`src/rtl/mix_columns_if.sv`:
```
// Block-level handshake between shiftrows and mix_columns.
// i_inv exists only when MIXCOL_INV_EN is defined.
interface mix_columns_if;
    logic         i_valid;
    logic [127:0] i_block;
    logic         i_bypass;
`ifdef MIXCOL_INV_EN
    logic         i_inv;
`endif
    logic         o_ready;
    logic         o_valid;
    logic [127:0] o_block;

    modport master (
`ifdef MIXCOL_INV_EN
        output i_inv,
`endif
        output i_valid, i_block, i_bypass,
        input  o_ready, o_valid, o_block
    );

    modport slave (
`ifdef MIXCOL_INV_EN
        input  i_inv,
`endif
        input  i_valid, i_block, i_bypass,
        output o_ready, o_valid, o_block
    );
endinterface

```
`src/rtl/mix_columns.sv`:
```
// Column-serial AES MixColumns: one 32-bit column per clock, 4-cycle latency, bypass for final round.
// Define MIXCOL_INV_EN to add the i_inv port and InvMixColumns datapath.
module mix_columns (
    input  logic         clk,
    input  logic         rst,
    mix_columns_if.slave bus
);
    typedef enum logic {IDLE, RUN} state_t;

    state_t       state, state_nxt;
    logic         accept;
    logic [1:0]   col;
    logic [127:0] src;
    logic [127:0] result;
    logic         bypass_q;
    logic         valid_q;
    logic [31:0]  col_in;
    logic [31:0]  col_out;
`ifdef MIXCOL_INV_EN
    logic         inv_q;
`endif

    function automatic logic [7:0] xtime(input logic [7:0] a);
        return {a[6:0], 1'b0} ^ (a[7] ? 8'h1b : 8'h00);
    endfunction

    function automatic logic [31:0] mix_fwd(input logic [31:0] a);
        logic [7:0] a0, a1, a2, a3;
        {a0, a1, a2, a3} = a;
        return {xtime(a0) ^ xtime(a1) ^ a1 ^ a2 ^ a3,
                a0 ^ xtime(a1) ^ xtime(a2) ^ a2 ^ a3,
                a0 ^ a1 ^ xtime(a2) ^ xtime(a3) ^ a3,
                xtime(a0) ^ a0 ^ a1 ^ a2 ^ xtime(a3)};
    endfunction

`ifdef MIXCOL_INV_EN
    // Multiples 9/b/d/e assembled from the x2, x4, x8 xtime chain.
    function automatic logic [7:0] mul09(input logic [7:0] a);
        return xtime(xtime(xtime(a))) ^ a;
    endfunction

    function automatic logic [7:0] mul0b(input logic [7:0] a);
        return xtime(xtime(xtime(a))) ^ xtime(a) ^ a;
    endfunction

    function automatic logic [7:0] mul0d(input logic [7:0] a);
        return xtime(xtime(xtime(a))) ^ xtime(xtime(a)) ^ a;
    endfunction

    function automatic logic [7:0] mul0e(input logic [7:0] a);
        return xtime(xtime(xtime(a))) ^ xtime(xtime(a)) ^ xtime(a);
    endfunction

    function automatic logic [31:0] mix_inv(input logic [31:0] a);
        logic [7:0] a0, a1, a2, a3;
        {a0, a1, a2, a3} = a;
        return {mul0e(a0) ^ mul0b(a1) ^ mul0d(a2) ^ mul09(a3),
                mul09(a0) ^ mul0e(a1) ^ mul0b(a2) ^ mul0d(a3),
                mul0d(a0) ^ mul09(a1) ^ mul0e(a2) ^ mul0b(a3),
                mul0b(a0) ^ mul0d(a1) ^ mul09(a2) ^ mul0e(a3)};
    endfunction
`endif

    always_comb begin
        state_nxt = state;
        accept    = 1'b0;
        case (state)
            IDLE: if (bus.i_valid) begin
                accept    = 1'b1;
                state_nxt = RUN;
            end
            RUN: if (col == 2'd3) state_nxt = IDLE;
            default: state_nxt = IDLE;
        endcase
    end

    always_comb begin
        col_in = '0;
        case (col)
            2'd0: col_in = src[127:96];
            2'd1: col_in = src[95:64];
            2'd2: col_in = src[63:32];
            2'd3: col_in = src[31:0];
            default: col_in = '0;
        endcase
    end

    always_comb begin
        col_out = mix_fwd(col_in);
`ifdef MIXCOL_INV_EN
        if (inv_q) col_out = mix_inv(col_in);
`endif
        if (bypass_q) col_out = col_in;
    end

    always_ff @(posedge clk) begin
        if (rst) state <= IDLE;
        else     state <= state_nxt;
    end

    always_ff @(posedge clk) begin
        if (rst) begin
            col      <= '0;
            src      <= '0;
            result   <= '0;
            bypass_q <= 1'b0;
            valid_q  <= 1'b0;
`ifdef MIXCOL_INV_EN
            inv_q    <= 1'b0;
`endif
        end else begin
            valid_q <= (state == RUN) && (col == 2'd3);
            if (accept) begin
                src      <= bus.i_block;
                bypass_q <= bus.i_bypass;
`ifdef MIXCOL_INV_EN
                inv_q    <= bus.i_inv;
`endif
                col      <= '0;
            end else if (state == RUN) begin
                case (col)
                    2'd0: result[127:96] <= col_out;
                    2'd1: result[95:64]  <= col_out;
                    2'd2: result[63:32]  <= col_out;
                    2'd3: result[31:0]   <= col_out;
                    default: ;
                endcase
                col <= col + 2'd1;
            end
        end
    end

    assign bus.o_ready = (state == IDLE);
    assign bus.o_valid = valid_q;
    assign bus.o_block = result;
endmodule

```
`src/flat_wrapper.sv`:
```
// flat-port wrapper written by rule: the top's interface ports become plain ports
module mix_columns_flat 
  (clk, rst, bus_i_valid, bus_i_block, bus_i_bypass, bus_o_ready, bus_o_valid, bus_o_block);
  mix_columns_if bus_i ();
  input  logic clk;
  input  logic rst;
  input wire logic [$bits(bus_i.i_valid)-1:0] bus_i_valid;
  input wire logic [$bits(bus_i.i_block)-1:0] bus_i_block;
  input wire logic [$bits(bus_i.i_bypass)-1:0] bus_i_bypass;
  output wire logic [$bits(bus_i.o_ready)-1:0] bus_o_ready;
  output wire logic [$bits(bus_i.o_valid)-1:0] bus_o_valid;
  output wire logic [$bits(bus_i.o_block)-1:0] bus_o_block;
  assign bus_i.i_valid = bus_i_valid;
  assign bus_i.i_block = bus_i_block;
  assign bus_i.i_bypass = bus_i_bypass;
  assign bus_o_ready = bus_i.o_ready;
  assign bus_o_valid = bus_i.o_valid;
  assign bus_o_block = bus_i.o_block;
  mix_columns u_core (.clk(clk), .rst(rst), .bus(bus_i));
endmodule
```
`config.mk`:
```
export PLATFORM = sky130hd
export DESIGN_NAME = mix_columns_flat
export DESIGN_NICKNAME = d
export VERILOG_FILES = /design/src/rtl/mix_columns_if.sv /design/src/rtl/mix_columns.sv /design/src/flat_wrapper.sv
export SDC_FILE = /design/constraint.sdc
export NUM_CORES = 1
export LEC_CHECK = 0
export BUFFER_PORTS_ARGS = -buffer_cell sky130_fd_sc_hd__buf_2
export CAP_MARGIN = 20
export CORE_ASPECT_RATIO = 0.5
export CORE_MARGIN = 2
export CORE_UTILIZATION = 49
export DETAILED_ROUTE_END_ITERATION = 8
export PLACE_DENSITY = 0.83
export SLEW_MARGIN = 20
export SYNTH_ARGS = -nofsm -noshare
export SYNTH_HDL_FRONTEND = slang
export SYNTH_SLANG_ARGS = --single-unit
```
`constraint.sdc`:
```
create_clock -name clk -period 2.9 [get_ports clk]
set_clock_uncertainty 0.2 [all_clocks]
set_input_delay 0.725 -clock clk [delete_from_list [all_inputs] [get_ports clk]]
set_output_delay 0.725 -clock clk [all_outputs]
set_load 0.03 [all_outputs]
```
==> out/qor.yml <==
outcome:
  status: "finished with violations"
  violations: "DRC, setup timing"
clocking:
  cts_made_buffers: 22
  cts_max_level: 1
  clk_path_buf_depth: 3
  cts-root-buf: "clkbuf_16"
  clock_latency_ns: 0.53
  clkSlewWorstSetupHoldPaths_ns: 0.07
  cts_hold_buffers: 0
  tritoncts: "done"
  clock-sinks: 261
final_layout:
  multi_input_area_um2: 7150
  drive_gt1_share_pct: 32.2
  fillCellCount: 1815
  n_antenna_cell: 0
  area_delta_synth_final_pct: 35.9
  fin_util_pct: 67.9
  fin_nets: 1906
  seqCellArea_um2: 5230
worst_setup_path:
  crit_required_ns: 3.14
  reg2reg_to: "u_core.bus.o_block[117]"
  max_stage_delay_ns: 0.55
  crit_end: "u_core.bus.o_block[117]"
  crit_path_start: "u_core.col[0]"
  crit_path_cell_trace: "inv_4 -> ha_4 -> clkbuf_16 -> a222oi_1 -> xnor3_1 -> mux2i_1 -> xor2_1 -> mux2_4 -> a211oi_2"
  critical_path_arrival_ns: 3.30
  cp-start-kind: "register"
  crit_fanout: 5
  end_kind: "register"
  r2r_slack_ns: -0.16
  critPathKind: "register to register"
  cp_slowest_cell: "xnor3_1"
  r2r_cells: 9
  regToRegStartpoint: "u_core.col[0]"
synth:
  synth-edff-count: 0
  syn_nets: 1582
  ys.flop_type: "dfxtp_1"
  netlist_instances: 1445
  yosys.area.top_type: "dfxtp_1"
  netlist_top_cells_count: "nand2_1, dfxtp_1, a21oi_1, clkbuf_1, xnor2_1"
  synth_top_area_share_pct: 43.4
  syn_avg_cell_area_um2: 8.32
  synth_cell_types: 44
  netlist_area_um2: 12000
  synthArstFlopShare_pct: 0
  ys_ff_latch: 261
  synth.area.top_cells: "dfxtp_1, nand2_1, a21oi_1"
  ys_seq_area_share_pct: 43.4
  yosys_warnings: 0
  synth_most_common_cell: "nand2_1"
die:
  initial_core_util_pct: 50.0
  dieArea_um2: 25900
  fp.dieH_um: 115
  num_rows: 40
  core_um2: 24100
  dieWidth_um: 226
  num_io_pins: 262
sta:
  worst_slew_pin_slew_ns: 0.907
  fin_crit_sh_pct: 106
  setup_tns_ns: -1.27
  fmax_mhz: 327
  rsz0062_at_grt: "yes"
  final.min_clock_period_ns: 3.06
  finalSetupViolCount: 28
  slew_viol_final: 0
  hold_violations: 0
  maxSlewHeadroom_pct: 38.9
  timing.final.ws_setup_ns: -0.163
  holdWs_ns: 0.229
route:
  drtPass1Iterations: 9
  drt_iter0_drc: 2526
  vias: 12700
  ant_nets: 0
  drc_errors: 6
  wl_per_cell_um: 21.0
  vias_per_cell: 5.99
  wl_um: 44500
power_and_ir_drop:
  peakVddDrop_v: 0.000400
  powerDensity_nw_per_um2: 579
  power.leakage_uw: 0.00678
min_path:
  hold_class: "primary input to register"
  holdPathStages: 3
place:
  port_buffers: 261
  gp_congestion: 1.00
  pre_cts_slack_ns: -0.101
  dp_hpwl_um: 31000
global_routing:
  grt_pass1_vias: 11300
  antenna_found_initial: 0
  grt_overflow: 0
  grt_pass1_wl_um: 63300
  grtUsageTotal_pct: 31.5
  grt_max_degree: 116
flow_run:
  drv_cap: 0
[routing by layer]
metal / wire [µm] / vias to the layer above / GRT usage, %
met4: 1140 / 0 / 6.98
met1: 17800 / 6011 / 43.9
met3: 5320 / 110 / 8.00
met2: 20200 / 886 / 49.5
li1: - / 5691 / -
met5: 0 / - / 0
[worst max-delay path: cells and delay by family, from the launching register on]
family,cells,cell delay (ns)
fa+ha+maj,1,0.20
buf+inv,2,0.21
mux,2,0.57
compound gates,2,0.69
flops,1,0.39
xor+xnor,2,0.71
[sequential cells by signal, summed over array words and instances (netlist names)]
name and cells:
u_core.src 128, u_core.col 2, u_core.bus.o_block 128, u_core.bus.o_valid 1, u_core.bypass_q 1, u_core.state 1
[logic make-up after synthesis]
kind of cell / after synthesis / synth area share (%)
AO/OA/AOI/OAI: 381 / 20.8
adder cells (fa/ha/maj): 5 / 0.520
multiplexers: 23 / 2.15
XOR/XNOR: 136 / 11.0
AND/OR/NAND/NOR: 513 / 17.7
flip-flops: 261 / 43.4
buffers and inverters: 126 / 4.39
[worst min-delay path by stage]
stage,startpoint,endpoint
3_3_place_gp,u_core.bus.o_block[44],u_core.bus.o_block[44]
2_1_floorplan,u_core.src[64],u_core.src[64]
3_5_place_dp,u_core.bus.o_block[26],u_core.bus.o_block[26]
4_1_cts,bus_i_block[73],u_core.src[73]
6_report,bus_i_block[73],u_core.src[73]
5_1_grt,bus_i_block[49],u_core.src[49]
[power by group]
| group | switching [µW] | leakage, µW | total (µW) | internal, µW |
|---|---|---|---|---|
| sequential | 156 | 0.00213 | 3920 | 3760 |
| clock | 1390 | 0.000372 | 3130 | 1730 |
| combinational | 1430 | 0.00428 | 2420 | 989 |
| total | 2970 | 0.00678 | 9460 | 6490 |
[metrics by stage]
step | cells | area (µm²) | total power [µW]
after floorplan | 1445 | 12000 | 5180
after CTS | 2095 | 15300 | 9030
after global placement | 2047 | 14300 | 5930
after detailed placement | 2047 | 14300 | 5960
final | 2120 | 16300 | 9460
after global routing | 2120 | 16300 | 9760
[final cells by class]
type	count	share of cell area (%)
Inverter	13	0.314
Clock inverter	9	0.605
Clock buffer	30	3.93
Tap cell	336	2.57
Timing Repair Buffer	413	16.8
Sequential cell	261	32.0
Multi-Input combinational cell	1058	43.8
[cell usage in the layout (no fill, tap or decap), types with 7 or more instances in the layout]
cell type,n
xor2_2,7
buf_2,260
a22oi_1,17
and2_1,11
a21oi_2,10
a21oi_1,160
nand2_1,366
a222oi_1,47
mux2i_1,16
nor2_1,71
xnor2_4,8
buf_4,120
buf_6,16
o221ai_1,38
o22ai_1,12
nand3b_1,23
o21ai_0,34
xor2_1,33
xnor2_2,18
inv_1,9
buf_12,12
dfxtp_1,259
o221ai_2,16
o31ai_1,14
xnor2_1,57
clkbuf_16,27
[timing repair]
action                                  CTS  global route
gates resized for setup                  25           135
endpoints found under the setup margin   56           105
buffers inserted                          8            23
pin swaps                                12            99
cloned                                    1             5
Note: power is estimated with default switching activity, not from simulation.
